File: src/rtl/vga_box_renderer.sv
// vga_box_renderer
// Pixel stage behind the h/v timing generator. Draws a solid box that bounces
// off the screen edges on a black background. The box moves once per frame and
// changes colour on every bounce. RGB and both syncs leave the block through the
// same two register stages, so they stay aligned.
// Optional feature: define VGA_BOX_BORDER_EN to add a 1-pixel white border
// around the visible area. The border has priority over the box.
module vga_box_renderer #(
  parameter int H_ACTIVE = 640,
  parameter int V_ACTIVE = 480,
  parameter int BOX_W    = 32,
  parameter int BOX_H    = 32,
  parameter int SPEED    = 2
) (
  input  logic        i_clk,
  input  logic        i_rst_n,
  input  logic [10:0] i_h_count,
  input  logic [9:0]  i_v_count,
  input  logic        i_valid_area,
  input  logic        i_h_sync,
  input  logic        i_v_sync,
  input  logic        i_freeze,
  output logic [3:0]  o_red,
  output logic [3:0]  o_green,
  output logic [3:0]  o_blue,
  output logic        o_h_sync,
  output logic        o_v_sync
);

  // Geometry constants. Edge tests are done on 12-bit unsigned sums so that
  // box_x+BOX_W+SPEED can never wrap.
  localparam logic [11:0] H_ACT12 = 12'(H_ACTIVE);
  localparam logic [11:0] V_ACT12 = 12'(V_ACTIVE);
  localparam logic [11:0] BOX_W12 = 12'(BOX_W);
  localparam logic [11:0] BOX_H12 = 12'(BOX_H);
  localparam logic [11:0] SPEED12 = 12'(SPEED);
  localparam logic [10:0] X_MAX   = 11'(H_ACTIVE - BOX_W);
  localparam logic [9:0]  Y_MAX   = 10'(V_ACTIVE - BOX_H);
  localparam logic [10:0] X_STEP  = 11'(SPEED);
  localparam logic [9:0]  Y_STEP  = 10'(SPEED);
  localparam logic [9:0]  V_TICK  = 10'(V_ACTIVE);

  typedef enum logic [1:0] {
    UP_LEFT    = 2'b00,
    UP_RIGHT   = 2'b01,
    DOWN_LEFT  = 2'b10,
    DOWN_RIGHT = 2'b11
  } dir_e;

  // Box state
  dir_e        dir_q, dir_d;
  logic [10:0] box_x_q, box_x_d;
  logic [9:0]  box_y_q, box_y_d;
  logic [2:0]  colour_q, colour_d;

  // Motion helpers
  logic        frame_tick;
  logic        moving_right, moving_down;
  logic        flip_x, flip_y;
  logic        right_next, down_next;

  // Pixel compare
  logic [11:0] h_ext, v_ext, x_ext, y_ext;
  logic        in_box;

  // Stage 1 registers
  logic        valid_q;
  logic        in_box_q;
  logic [2:0]  colour1_q;
  logic        h_sync1_q, v_sync1_q;

  // Stage 2 registers
  logic [11:0] rgb_q, rgb_d;
  logic        h_sync2_q, v_sync2_q;

  assign h_ext = {1'b0, i_h_count};
  assign v_ext = {2'b00, i_v_count};
  assign x_ext = {1'b0, box_x_q};
  assign y_ext = {2'b00, box_y_q};

  // The first pixel of vertical blanking; the box only moves here, so it
  // never tears mid-frame.
  assign frame_tick = (i_h_count == 11'd0) && (i_v_count == V_TICK);

  assign in_box = (h_ext >= x_ext) && (h_ext < (x_ext + BOX_W12)) &&
                  (v_ext >= y_ext) && (v_ext < (y_ext + BOX_H12));

  assign moving_right = (dir_q == UP_RIGHT) || (dir_q == DOWN_RIGHT);
  assign moving_down  = (dir_q == DOWN_LEFT) || (dir_q == DOWN_RIGHT);

  // Next position, direction and colour; both axes are resolved independently
  // so a corner hit flips both but bumps the colour only once.
  always_comb begin
    box_x_d    = box_x_q;
    box_y_d    = box_y_q;
    dir_d      = dir_q;
    colour_d   = colour_q;
    flip_x     = 1'b0;
    flip_y     = 1'b0;
    right_next = moving_right;
    down_next  = moving_down;

    if (frame_tick && !i_freeze) begin
      if (moving_right) begin
        if ((x_ext + BOX_W12 + SPEED12) >= H_ACT12) begin
          box_x_d = X_MAX;
          flip_x  = 1'b1;
        end else begin
          box_x_d = box_x_q + X_STEP;
        end
      end else begin
        if (x_ext <= SPEED12) begin
          box_x_d = 11'd0;
          flip_x  = 1'b1;
        end else begin
          box_x_d = box_x_q - X_STEP;
        end
      end

      if (moving_down) begin
        if ((y_ext + BOX_H12 + SPEED12) >= V_ACT12) begin
          box_y_d = Y_MAX;
          flip_y  = 1'b1;
        end else begin
          box_y_d = box_y_q + Y_STEP;
        end
      end else begin
        if (y_ext <= SPEED12) begin
          box_y_d = 10'd0;
          flip_y  = 1'b1;
        end else begin
          box_y_d = box_y_q - Y_STEP;
        end
      end

      right_next = moving_right ^ flip_x;
      down_next  = moving_down ^ flip_y;

      case ({down_next, right_next})
        2'b00:   dir_d = UP_LEFT;
        2'b01:   dir_d = UP_RIGHT;
        2'b10:   dir_d = DOWN_LEFT;
        default: dir_d = DOWN_RIGHT;
      endcase

      // Colour cycles 1..7, skipping black so the box stays visible.
      if (flip_x || flip_y) begin
        colour_d = (colour_q == 3'b111) ? 3'b001 : (colour_q + 3'd1);
      end
    end
  end

  // Box state register
  always_ff @(posedge i_clk or negedge i_rst_n) begin
    if (!i_rst_n) begin
      dir_q    <= DOWN_RIGHT;
      box_x_q  <= 11'd0;
      box_y_q  <= 10'd0;
      colour_q <= 3'b001;
    end else begin
      dir_q    <= dir_d;
      box_x_q  <= box_x_d;
      box_y_q  <= box_y_d;
      colour_q <= colour_d;
    end
  end

  // Stage 1: capture visibility, box hit, colour and syncs for this pixel
  always_ff @(posedge i_clk or negedge i_rst_n) begin
    if (!i_rst_n) begin
      valid_q   <= 1'b0;
      in_box_q  <= 1'b0;
      colour1_q <= 3'b001;
      h_sync1_q <= 1'b1;
      v_sync1_q <= 1'b1;
    end else begin
      valid_q   <= i_valid_area;
      in_box_q  <= in_box;
      colour1_q <= colour_q;
      h_sync1_q <= i_h_sync;
      v_sync1_q <= i_v_sync;
    end
  end

`ifdef VGA_BOX_BORDER_EN
  localparam logic [10:0] H_LAST = 11'(H_ACTIVE - 1);
  localparam logic [9:0]  V_LAST = 10'(V_ACTIVE - 1);

  logic on_border;
  logic border_q;

  assign on_border = (i_h_count == 11'd0) || (i_h_count == H_LAST) ||
                     (i_v_count == 10'd0) || (i_v_count == V_LAST);

  // Stage 1 border flag travels alongside the box hit
  always_ff @(posedge i_clk or negedge i_rst_n) begin
    if (!i_rst_n) begin
      border_q <= 1'b0;
    end else begin
      border_q <= on_border;
    end
  end
`endif

  // Pixel colour selection; border (when built in) overrides the box
  always_comb begin
    rgb_d = 12'h000;
    if (valid_q && in_box_q) begin
      rgb_d = {{4{colour1_q[2]}}, {4{colour1_q[1]}}, {4{colour1_q[0]}}};
    end
`ifdef VGA_BOX_BORDER_EN
    if (valid_q && border_q) begin
      rgb_d = 12'hFFF;
    end
`endif
  end

  // Stage 2: output registers for RGB and the re-timed syncs
  always_ff @(posedge i_clk or negedge i_rst_n) begin
    if (!i_rst_n) begin
      rgb_q     <= 12'h000;
      h_sync2_q <= 1'b1;
      v_sync2_q <= 1'b1;
    end else begin
      rgb_q     <= rgb_d;
      h_sync2_q <= h_sync1_q;
      v_sync2_q <= v_sync1_q;
    end
  end

  assign o_red    = rgb_q[11:8];
  assign o_green  = rgb_q[7:4];
  assign o_blue   = rgb_q[3:0];
  assign o_h_sync = h_sync2_q;
  assign o_v_sync = v_sync2_q;

endmodule
File: config.mk
export PLATFORM = sky130hd
export DESIGN_NAME = vga_box_renderer
export DESIGN_NICKNAME = d
export VERILOG_FILES = /design/src/rtl/vga_box_renderer.sv
export SDC_FILE = /design/constraint.sdc
export NUM_CORES = 1
export LEC_CHECK = 0
export CAP_MARGIN = 5
export CORE_AREA = 2 2 88 90
export CTS_BUF_LIST = sky130_fd_sc_hd__clkbuf_4
export DETAILED_ROUTE_END_ITERATION = 8
export DIE_AREA = 0 0 90 92
export PLACE_DENSITY_LB_ADDON = 0.15
export RECOVER_POWER = 50
export SLEW_MARGIN = 10
export SYNTH_ARGS = -nofsm -noshare
export SYNTH_HDL_FRONTEND = slang
export SYNTH_SLANG_ARGS = --single-unit
File: constraint.sdc
create_clock -name i_clk -period 6.75 [get_ports i_clk]
set_clock_uncertainty 0.1 [all_clocks]
set_input_delay 1.0125 -clock i_clk [delete_from_list [all_inputs] [get_ports i_clk]]
set_output_delay 1.0125 -clock i_clk [all_outputs]
set_load 0.1 [all_outputs]
# [Word level (Yosys, flattened, before mapping)]
# Index checks and enable logic that the tools add are counted.
[totals] regBits=47 in_bits=27 out_inout_bits=14 word_cells=68
[classes] addsub=9 order_cmp=8 n_eq_ne=7 mux=17 n_bitwise=2 reduce_logical=13
[op_table] op="2-to-1 mux 11 bit" n=3
[op_table] op="2-to-1 mux 10 bit" n=3
[op_table] op="adder 11 x 2 -> 12 bit, second input constant" n=1
[op_table] op="adder 11 x 6 -> 12 bit, second input constant" n=1
[op_table] op="adder 12 x 2 -> 12 bit, second input constant" n=1
[op_table] op=">= comparator 12 x 10 -> 1 bit, second input constant" n=1
[op_table] op=">= comparator 12 x 9 -> 1 bit, second input constant" n=1
[op_table] op="< comparator 10 x 12 -> 1 bit" n=1
[op_table] op="< comparator 11 x 12 -> 1 bit" n=1
[op_table] op="2-to-1 mux 12 bit" n=1
[op_table] op="adder 10 x 6 -> 11 bit, second input constant" n=1
[op_table] op="adder 11 x 2 -> 11 bit, second input constant" n=1
[op_table] op=">= comparator 11 bit" n=1
[op_table] op="<= comparator 11 x 2 -> 1 bit, second input constant" n=1
[op_table] op="zero test 11 bit" n=1
[op_table] op="subtractor 11 x 2 -> 11 bit, second input constant" n=1
[op_table] op="adder 10 x 2 -> 10 bit, second input constant" n=1
[op_table] op="equality test 10 x 9 -> 1 bit, second input constant" n=1
[op_table] op=">= comparator 10 bit" n=1
[op_table] op="<= comparator 10 x 2 -> 1 bit, second input constant" n=1
[op_table] op="subtractor 10 x 2 -> 10 bit, second input constant" n=1
[op_table] op="2-to-1 mux 1 bit" n=8
[op_table] op="equality test 2 bit, second input constant" n=3
[op_table] op="logical AND 1 bit" n=6
[op_table] op="other kinds (10)" n=14

# [Longest topological paths before layout]
# Gate-level depths: netlist (run 1).
[depth] ltp_word=9 mapped_depth=11 mapped_depth_nobuf=10

# [Worst setup path before layout (run 1)]
# Ideal clock, no wire load.
[synth_timing] path_kind="in2reg" from="input port i_h_count[5]" to="register box_y_q[5]" setup_ps=87 arrival_ps=2744 t_required_ps=6563 setup_slack_ps=3820 path_stages=5 n_path_buf=1 cell_sequence="or4_1 > or4_1 > buf_6 > or4_1 > o211ai_1"
[synth_via] elab_chain_cells=3
[synth_rtl] item="start, declared" line="17" source="input logic [10:0] i_h_count,"
[synth_rtl] item="zero test 11 bit" line="83" source="assign frame_tick = (i_h_count == 11'd0) && (i_v_count == V_TICK);"
[synth_rtl] item="logical AND 1 bit" line="83"
[synth_rtl] item="logical AND 1 bit" line="103" source="if (frame_tick && !i_freeze) begin"
[synth_rtl] item="end signal, assigned" line="163" source="box_y_q <= box_y_d;"
[synth_rtl] item="end, declared" line="53" source="logic [9:0] box_y_q, box_y_d;"
# No other way between the ends.
# A chain may end at the register's enable or synchronous reset.

# [Worst setup path after layout (run 1)]
[layout_timing] from="input port i_h_count[5]" to="register colour_q[2]"
[layout_via] elab_chain_cells=4
[layout_rtl] item="zero test 11 bit" line="83"
[layout_rtl] item="logical AND 1 bit" line="83"
[layout_rtl] item="logical AND 1 bit" line="103"
[layout_rtl] item="AND reduction 2 bit (no source line)"
[layout_rtl] item="end signal, assigned" line="164" source="colour_q <= colour_d;"
[layout_rtl] item="end, declared" line="54" source="logic [2:0] colour_q, colour_d;"
# No other way between the ends.

==> run summary, run 1 <==
run status -> complete, but fails checks
failing checks -> capacitance limit, slew limit
drt wl/cell -> 15.23 um
layout cell share with drive strength beyond 1 -> 0.07254
Synth Area per Inst -> 8.883 um2
critical path launch point type -> input port
fin crit share -> 0.5249
RSZ-0062 raised after global routing -> no
IO Port Bufs -> 40
post-synthesis register bit count -> 36
max incr delay on CP -> 0.91 ns
Worst Path Arrival -> 3.66 ns
Crit Path Max Fanout -> 25
CTS Buffer Depth -> 2
DR vias -> 2783
drt via density -> 5.703
final setup margin -> 3.207 ns
setup bufs post-CTS -> 0
Ys Warns -> 0
ys async rst share -> 1.000
Placement Setup Slack -> 2.829 ns
RePlAce Congestion -> 0.8489
Netlist cell types -> 62
FF/Latch Area -> 910.9 um2
Cell Area, Synth -> 0.003216 mm2
Area Overhead vs Synth -> 13.58%
Total Wirelength -> 7434 um
Post-synth EDFFs -> 0
syn_nets -> 434
# hold bufs at CTS -> 0
final core utilization -> 0.4904
Worst slew margin -> -0.3138
Max Slew Vio Count -> 37
clk root buf -> clkbuf_4
Site Rows -> 32
Clk Latency, worst-skew pair -> 0.34 ns
part of the Yosys area used for sequential elements -> 0.2833
CTS H-tree depth -> 2
Main synth FF type -> dfrtp_1
# fillers -> 740
P per Cell Area -> 106.4 mW/mm2
worst-path cell chain -> clkdlybuf4s50_1 > or4_1 > or4_1 > a21oi_2 > mux2_1
ant diodes -> 0
Clk pin slew, worst setup/hold paths -> 0.10 ns
CP Class -> input port to register
initial antenna violation count -> 0
antenna viol nets, final -> 0
I/O pins -> 41
DR iter-0 viols -> 107
Post-route DRC -> 0
Final HPWL DP -> 5707 um
Max Cap Violations -> 1
grt ovf -> 0
Post-Synthesis Cells -> 362
Total GRT Usage -> 0.1880
Initial Util -> 0.4318
CP Capture Type -> register
Final Power -> 388.6 uW
Die Ht -> 92 um
area of the multi-input gates -> 0.002053 mm2
highest ir drop seen on vdd -> 0.06130 mV
fin nets -> 457
setup_tns -> 0 ns
Required @ worst endpoint -> 6.87 ns
Hold Fails Final Rpt -> 0
CTS resizes -> 0
Num Clock Sinks -> 36
first-pass GRT wire length -> 12990 um
Leak Pwr -> 1.438 nW
pin count of the biggest net entering global routing -> 37
Worst path most repeated cell -> or4_1
Max Fclk -> 282.2 MHz
CTS tree -> done
critical path's slowest cell -> or4_1
CTS Buf Count -> 5
drt pass-1 iters -> 4
area share of the largest cell type after synthesis -> 0.2179
Core ar. -> 0.007447 mm2
total die area -> 0.008280 mm2
synth top area cells -> dfrtp_1 22%, ha_1 18%, dfstp_2 6.5%
chip width -> 90 um
worst-margin pin slew -> 1.971 ns
vias in the first global route -> 2744
cell taking the most area after synthesis -> dfrtp_1
Final Setup Violations -> 0
worst hold path class -> register to register
min cycle time layout -> 3.543 ns
layout make-up:
| class | count | area share |
|---|---|---|
| clock buffer | 7 | 0.01439 |
| clock inverter | 1 | 0.001370 |
| inverter | 27 | 0.02775 |
| multi-input combinational | 274 | 0.5622 |
| sequential | 36 | 0.2494 |
| tap | 102 | 0.03494 |
| timing repair buffer | 41 | 0.1100 |
state kept, by name, summed over array words and instances (netlist names):
register,cells
v_sync1_q,1
o_v_sync,1
o_h_sync,1
h_sync1_q,1
box_y_q,9
colour1_q,3
rgb_q,3
box_x_q,10
valid_q,1
dir_q,2
colour_q,3
in_box_q,1
metrics by stage:
| step | hold slack (ns) | area [um2] | std cells |
|---|---|---|---|
| 2_1_floorplan | 0.2452 | 3216 | 362 |
| 3_3_place_gp | 0.2465 | 3596 | 480 |
| 3_5_place_dp | 0.2473 | 3596 | 480 |
| 4_1_cts | 0.2631 | 3654 | 488 |
| 5_1_grt | 0.2708 | 3652 | 488 |
| 6_report | 0.2630 | 3652 | 488 |
worst paths after layout:
check / startpoint / to / slack [ns] / depth (start not counted)
worst max-delay path: i_h_count[5] / colour_q[2] / 3.21 / 5
worst min-delay path: h_sync1_q / o_h_sync / 0.26 / 0
worst max register to register: box_y_q[5] / colour_q[2] / 3.50 / 9
worst min register to register: h_sync1_q / o_h_sync / 0.26 / 0
max in group asynchronous: i_rst_n / colour1_q[1] / 4.29 / 1
min in group asynchronous: i_rst_n / box_y_q[8] / 1.10 / 1
kinds of logic after synthesis:
group / synth area share
simple gates: 0.1821
xor+xnor: 0.03541
mux: 0.01790
compound gates: 0.2261
buf+inv: 0.08016
fa+ha+maj: 0.1751
flops: 0.2833
critical path: cells and delay by family:
family	cells	cell delay, ns
AND/OR/NAND/NOR	2	1.48
AO/OA/AOI/OAI	1	0.36
buffers and inverters	1	0.45
multiplexers	1	0.35
report_power, final:
group / leakage (nW) / internal (mW) / switching, mW
Clock: 0.0361 / 0.0487 / 0.0727
Combinational: 0.955 / 0.0245 / 0.0238
Sequential: 0.446 / 0.218 / 0.000555
Total: 1.44 / 0.291 / 0.0971
placed cells by master (no fill, tap or decap), types with 3 or more instances in the layout:
cell / count
nand2_1: 20
o31ai_1: 5
o221ai_1: 3
nand3_1: 13
nor3_1: 9
a31oi_1: 9
ha_1: 45
xnor2_1: 12
dfrtp_1: 28
a21oi_1: 18
a22oi_1: 6
o21ai_0: 20
nor4_1: 7
o21a_1: 12
nand4_1: 5
dlygate4sd3_1: 3
a211oi_1: 3
mux2_1: 3
nand2b_1: 6
inv_1: 27
clkdlybuf4s50_1: 36
dfstp_2: 7
and3_1: 7
a22o_1: 4
o211ai_1: 6
or4_1: 4
nor2_1: 16
clkbuf_4: 7
cell usage after synthesis (all sizes together) (5+ instances only):
cell / n
a21oi: 19
a22oi: 6
a31oi: 9
and3: 8
buf: 15
clkbuf: 10
dfrtp: 28
dfstp: 8
ha: 45
inv: 27
nand2: 20
nand2b: 6
nand3: 13
nand4: 5
nor2: 16
nor3: 9
nor4: 8
o211ai: 6
o21a: 12
o21ai: 21
o31ai: 5
or4: 6
xnor2: 12
metal layers:
metal	global-route usage	vias up	part of all wire
li1	-	1381	-
met1	0.2371	1332	0.45
met2	0.3459	62	0.51
met3	0.02629	8	0.039
met4	0.03333	0	0.0069
met5	0	-	0
No activity file was read; power rests on OpenSTA's default activity.
==> inputs of run 2 (changes only) <==
==> constraint.sdc (replaced) <==
create_clock -name i_clk -period 3.55 [get_ports i_clk]
set_clock_uncertainty 0.1 [all_clocks]
set_input_delay 0.5325 -clock i_clk [delete_from_list [all_inputs] [get_ports i_clk]]
set_output_delay 0.5325 -clock i_clk [all_outputs]
set_load 0.1 [all_outputs]
==> run summary, run 2 (synthesis results as in run 1) <==
biggest regs -> box_x_q x10, box_y_q x9 (unchanged)
Clk Latency, worst-skew pair -> 0.35 ns (was 0.34 ns)
vias in the first global route -> 2803 (was 2744)
drt via density -> 5.637 (was 5.703)
Die Ht -> 92 um (unchanged)
Core ar. -> 0.007447 mm2 (unchanged)
RePlAce Congestion -> 0.8685 (was 0.8489)
clk root buf -> clkbuf_4 (unchanged)
Total Wirelength -> 7608 um (was 7434 um)
met2 GRT Util -> 0.3415 (was 0.3459)
Clk pin slew, worst setup/hold paths -> 0.12 ns (was 0.10 ns)
fin nets -> 462 (was 457)
layout cell share with drive strength beyond 1 -> 0.08184 (was 0.07254)
antenna viol nets, final -> 0 (unchanged)
Final Setup Violations -> 0 (unchanged)
drt wl/cell -> 15.43 um (was 15.23 um)
DR iter-0 viols -> 156 (was 107)
Crit Path Max Fanout -> 7 (was 25)
Bufs and invs on worst path -> 1 (unchanged)
CTS Buf Count -> 5 (unchanged)
run status -> complete, but fails checks (unchanged)
final core utilization -> 0.4953 (was 0.4904)
setup_tns -> 0 ns (unchanged)
failing checks -> capacitance limit, slew limit (unchanged)
grt ovf -> 0 (unchanged)
Max Cap Violations -> 1 (unchanged)
# hold bufs at CTS -> 0 (unchanged)
most common cell after layout, fill and taps aside -> ha_1 (unchanged)
CTS Buffer Depth -> 2 (unchanged)
ant diodes -> 0 (unchanged)
worst-margin pin slew -> 1.948 ns (was 1.971 ns)
critical path's slowest cell -> dfrtp_1 (was or4_1)
DR vias -> 2779 (was 2783)
pin count of the biggest net entering global routing -> 37 (unchanged)
GRT met1 Usage -> 0.2378 (was 0.2371)
Max Fclk -> 336.1 MHz
most frequent cells in the layout -> 45 x ha_1, 36 x clkdlybuf4s50_1, 28 x dfrtp_1 (unchanged)
# fillers -> 736 (was 740)
busiest grt layer -> met2 (unchanged)
Site Rows -> 32 (unchanged)
P per Cell Area -> 199.9 mW/mm2 (was 106.4 mW/mm2)
worst-path cell chain -> inv_1 > ha_1 > nand2b_1 > or3b_2 > a21bo_2 > o221ai_2 > mux2i_2 > a21oi_2 > mux2_1 (was clkdlybuf4s50_1 > or4_1 > or4_1 > a21oi_2 > mux2_1)
total die area -> 0.008280 mm2 (unchanged)
Max Slew Vio Count -> 37 (unchanged)
Final HPWL DP -> 5879 um (was 5707 um)
GR Layer Usage met3 -> 0.02958 (was 0.02629)
Largest register FFs -> 10 (unchanged)
Initial Util -> 0.4318 (unchanged)
Area Overhead vs Synth -> 14.71% (was 13.58%)
CP Class -> register to register (was input port to register)
setup bufs post-CTS -> 0 (unchanged)
min cycle time layout -> 2.975 ns
I/O pins -> 41 (unchanged)
initial antenna violation count -> 0 (unchanged)
Required @ worst endpoint -> 3.68 ns (was 6.87 ns)
Reg with most FFs -> box_x_q (unchanged)
highest ir drop seen on vdd -> 0.1242 mV (was 0.06130 mV)
critical path launch point type -> register (was input port)
first-pass GRT wire length -> 13100 um (was 12990 um)
IO Port Bufs -> 40 (unchanged)
Num Clock Sinks -> 36 (unchanged)
RSZ-0062 raised after global routing -> no (unchanged)
Total GRT Usage -> 0.1925 (was 0.1880)
CTS tree -> done (unchanged)
Largest delay share family, worst path -> compound AO/OA/AOI/OAI gates (was simple AND/OR/NAND/NOR gates)
fin crit share -> 0.8381
CP Capture Type -> register (unchanged)
Hold Fails Final Rpt -> 0 (unchanged)
drt pass-1 iters -> 4 (unchanged)
Leak Pwr -> 1.457 nW (was 1.438 nW)
Worst Path Arrival -> 3.10 ns (was 3.66 ns)
chip width -> 90 um (unchanged)
Post-route DRC -> 0 (unchanged)
Worst slew margin -> -0.2988 (was -0.3138)
worst hold path class -> register to register (unchanged)
CTS resizes -> 0 (unchanged)
max incr delay on CP -> 0.51 ns (was 0.91 ns)
CTS H-tree depth -> 2 (unchanged)
## run 2: cell count changes in the layout (fill, tap and decap cells not counted), sizes merged
cell	delta
buf	+5
## run 2: worst paths after layout
path	startpoint	to	slack [ns]	cells after the start
max in group asynchronous	i_rst_n	valid_q	1.61	1
worst max-delay path	box_y_q[6]	colour_q[1]	0.57	9
worst min register to register	v_sync1_q	o_v_sync	0.26	0
worst max register to register	box_y_q[6]	colour_q[1]	0.57	9
min in group asynchronous	i_rst_n	box_y_q[9]	0.61	1
worst min-delay path	v_sync1_q	o_v_sync	0.26	0
## run 2: per-stage QoR
step / worst slack [ns] / power, mW / cell area (um2) / hold WS [ns] / std cells
floorplan: 0.7937 / 0.4642 / 3216 / 0.1369 / 362
global placement: 0.4025 / 0.5157 / 3633 / 0.2466 / 485
detailed placement: 0.3588 / 0.5177 / 3633 / 0.2473 / 485
CTS: 0.5862 / 0.7544 / 3690 / 0.1869 / 493
global route: 0.4082 / 0.7765 / 3689 / 0.2703 / 493
finish: 0.5749 / 0.7372 / 3689 / 0.2606 / 493
## run 2: layout make-up
| class | count | area, um2 | share of cell area |
|---|---|---|---|
| multi-input combinational | 274 | 2053 | 0.5566 |
| sequential | 36 | 910.9 | 0.2469 |
| timing repair buffer | 46 | 439.2 | 0.1191 |
| tap | 102 | 127.6 | 0.03460 |
| inverter | 27 | 101.3 | 0.02748 |
| clock buffer | 7 | 52.55 | 0.01425 |
| clock inverter | 1 | 3.754 | 0.001018 |
## run 2: metal layers
layer  vias up  wire, um
li1       1396         -
met1      1322      3502
met2        50      3794
met3        11       184
met4         0       126
met5         -         0
## run 2: power breakdown
group	total, mW	internal, mW	leakage [nW]	switching [mW]
sequential	0.416	0.415	0.446	0.00106
combinational	0.0911	0.0463	0.977	0.0448
clock	0.230	0.0915	0.0338	0.138
total	0.737	0.553	1.46	0.184
==> inputs of run 3 (changes only) <==
==> constraint.sdc (replaced) <==
create_clock -name i_clk -period 2.9 [get_ports i_clk]
set_clock_uncertainty 0.1 [all_clocks]
set_input_delay 0.435 -clock i_clk [delete_from_list [all_inputs] [get_ports i_clk]]
set_output_delay 0.435 -clock i_clk [all_outputs]
set_load 0.1 [all_outputs]
==> run summary, run 3 (synthesis results as in run 1) <==
run status -> complete, but fails checks (unchanged)
failing checks -> capacitance limit, slew limit (unchanged)
Max Cap Violations -> 1 (unchanged)
DR vias -> 2858 (was 2779)
chip width -> 90 um (unchanged)
I/O pins -> 41 (unchanged)
Required @ worst endpoint -> 3.03 ns (was 3.68 ns)
most common cell after layout, fill and taps aside -> ha_1 (unchanged)
Hold Fails Final Rpt -> 0 (unchanged)
highest ir drop seen on vdd -> 0.1756 mV (was 0.1242 mV)
clk root buf -> clkbuf_4 (unchanged)
CTS H-tree depth -> 2 (unchanged)
Clk Latency, worst-skew pair -> 0.36 ns (was 0.35 ns)
fin crit share -> 0.9526 (was 0.8381)
Reg with most FFs -> box_x_q (unchanged)
Final Setup Violations -> 0 (unchanged)
Initial Util -> 0.4318 (unchanged)
CTS Buffer Depth -> 2 (unchanged)
initial antenna violation count -> 0 (unchanged)
# fillers -> 741 (was 736)
Final HPWL DP -> 6201 um (was 5879 um)
worst hold path class -> register to register (unchanged)
Placement Setup Slack -> 0.006890 ns (was 0.3588 ns)
Total Wirelength -> 7905 um (was 7608 um)
Worst Hold Launch -> v_sync1_q (unchanged)
layout cell share with drive strength beyond 1 -> 0.1783 (was 0.08184)
Post-route DRC -> 0 (unchanged)
biggest regs -> box_x_q x10, box_y_q x9 (unchanged)
Worst Hold End -> o_v_sync (unchanged)
setup_tns -> 0 ns (unchanged)
grt ovf -> 0 (unchanged)
Leak Pwr -> 1.593 nW (was 1.457 nW)
final setup margin -> 0.1375 ns (was 0.5749 ns)
CTS Buf Count -> 5 (unchanged)
fin nets -> 486 (was 462)
antenna viol nets, final -> 0 (unchanged)
R2R setup slack -> 0.14 ns (was 0.57 ns)
Site Rows -> 32 (unchanged)
RePlAce Congestion -> 0.9095 (was 0.8685)
Core ar. -> 0.007447 mm2 (unchanged)
CP Capture Type -> register (unchanged)
Total GRT Usage -> 0.1979 (was 0.1925)
number of placed instances, taps included -> 506 (was 485)
hold depth -> 0 (unchanged)
Clk pin slew, worst setup/hold paths -> 0.13 ns (was 0.12 ns)
ant diodes -> 0 (unchanged)
drt wl/cell -> 15.29 um (was 15.43 um)
RSZ-0062 raised after global routing -> yes (was no)
r2r startpoint -> box_y_q[1] (was box_y_q[6])
CTS tree -> done (unchanged)
Area Overhead vs Synth -> 20.19% (was 14.71%)
pin count of the biggest net entering global routing -> 37 (unchanged)
vias in the first global route -> 2894 (was 2803)
CP Class -> register to register (unchanged)
# hold bufs at CTS -> 0 (unchanged)
Hold Worst Slack -> 0.2608 ns (was 0.2606 ns)
total die area -> 0.008280 mm2 (unchanged)
r2r endpoint -> colour_q[1] (unchanged)
Non-Filler Instances -> 517 (was 493)
most frequent cells in the layout -> 44 x ha_1, 43 x buf_4, 27 x dfrtp_1 (was 45 x ha_1, 36 x clkdlybuf4s50_1, 28 x dfrtp_1)
P per Cell Area -> 236.0 mW/mm2 (was 199.9 mW/mm2)
IO Port Bufs -> 40 (unchanged)
worst r2r path cells -> 9 (unchanged)
drt via density -> 5.528 (was 5.637)
Max Fclk -> 362.0 MHz (was 336.1 MHz)
DR iter-0 viols -> 122 (was 156)
min cycle time layout -> 2.762 ns (was 2.975 ns)
Worst Path Arrival -> 2.90 ns (was 3.10 ns)
Max Slew Vio Count -> 37 (unchanged)
first-pass GRT wire length -> 13460 um (was 13100 um)
Die Ht -> 92 um (unchanged)
worst-margin pin slew -> 1.974 ns (was 1.948 ns)
drt pass-1 iters -> 5 (was 4)
Worst slew margin -> -0.3158 (was -0.2988)
final core utilization -> 0.5190 (was 0.4953)
Largest register FFs -> 10 (unchanged)
Crit Path Max Fanout -> 9 (was 7)
critical path launch point type -> register (unchanged)
Num Clock Sinks -> 36 (unchanged)
run 3: layout make-up:
| cell class | count | area, um2 | area share |
|---|---|---|---|
| Multi-Input combinational cell | 274 | 2071 | 0.5358 |
| Tap cell | 102 | 127.6 | 0.03302 |
| Sequential cell | 36 | 912.1 | 0.2360 |
| Clock inverter | 2 | 11.26 | 0.002914 |
| Timing Repair Buffer | 70 | 596.8 | 0.1544 |
| Clock buffer | 6 | 45.04 | 0.01165 |
| Inverter | 27 | 101.3 | 0.02622 |
run 3: metal layers:
layer  vias up  wire (um)  share of wire  GRT usage
li1       1448          -              -          -
met1      1366       3596           0.45     0.2457
met2        34       4070           0.51     0.3615
met3        10        169          0.021    0.02712
met4         0         68         0.0086    0.05000
met5         -          0              0          0
run 3: metrics by stage:
stage	power, mW	cell area [um2]
2_1_floorplan	0.5682	3216
3_3_place_gp	0.6377	3769
3_5_place_dp	0.6405	3769
4_1_cts	0.9238	3826
5_1_grt	0.9512	3865
6_report	0.9120	3865
run 3: worst max path at each step:
stage | from | to | slack, ns | cells after the start
finish | box_y_q[1] | colour_q[1] | 0.14 | 9
global route | box_y_q[1] | colour_q[2] | -0.001 | 9
CTS | box_y_q[5] | colour_q[1] | 0.07 | 9
detailed placement | i_h_count[5] | box_y_q[4] | 0.007 | 8
global placement | i_h_count[5] | box_y_q[4] | 0.02 | 8
floorplan | box_y_q[5] | colour_q[1] | 0.14 | 9
run 3: critical path, cell delays in order, from the launching register on:
cell      delay (ns)
dfrtp_1         0.51
ha_1            0.26
buf_4           0.15
and3_2          0.25
o2111a_1        0.15
a211oi_1        0.34
o221ai_4        0.19
mux2i_2         0.25
a21oi_2         0.12
mux2_1          0.32
run 3: repair_timing:
item,in CTS,in global routing
pin swaps,0,1
endpoints found under the setup margin,2,4
resized for setup,1,5
setup buffers,0,3
run 3: report_power, final:
group	switching, mW	leakage (nW)	internal (mW)
combinational	0.0569	1.12	0.0622
sequential	0.00141	0.446	0.508
clock	0.182	0.0293	0.102
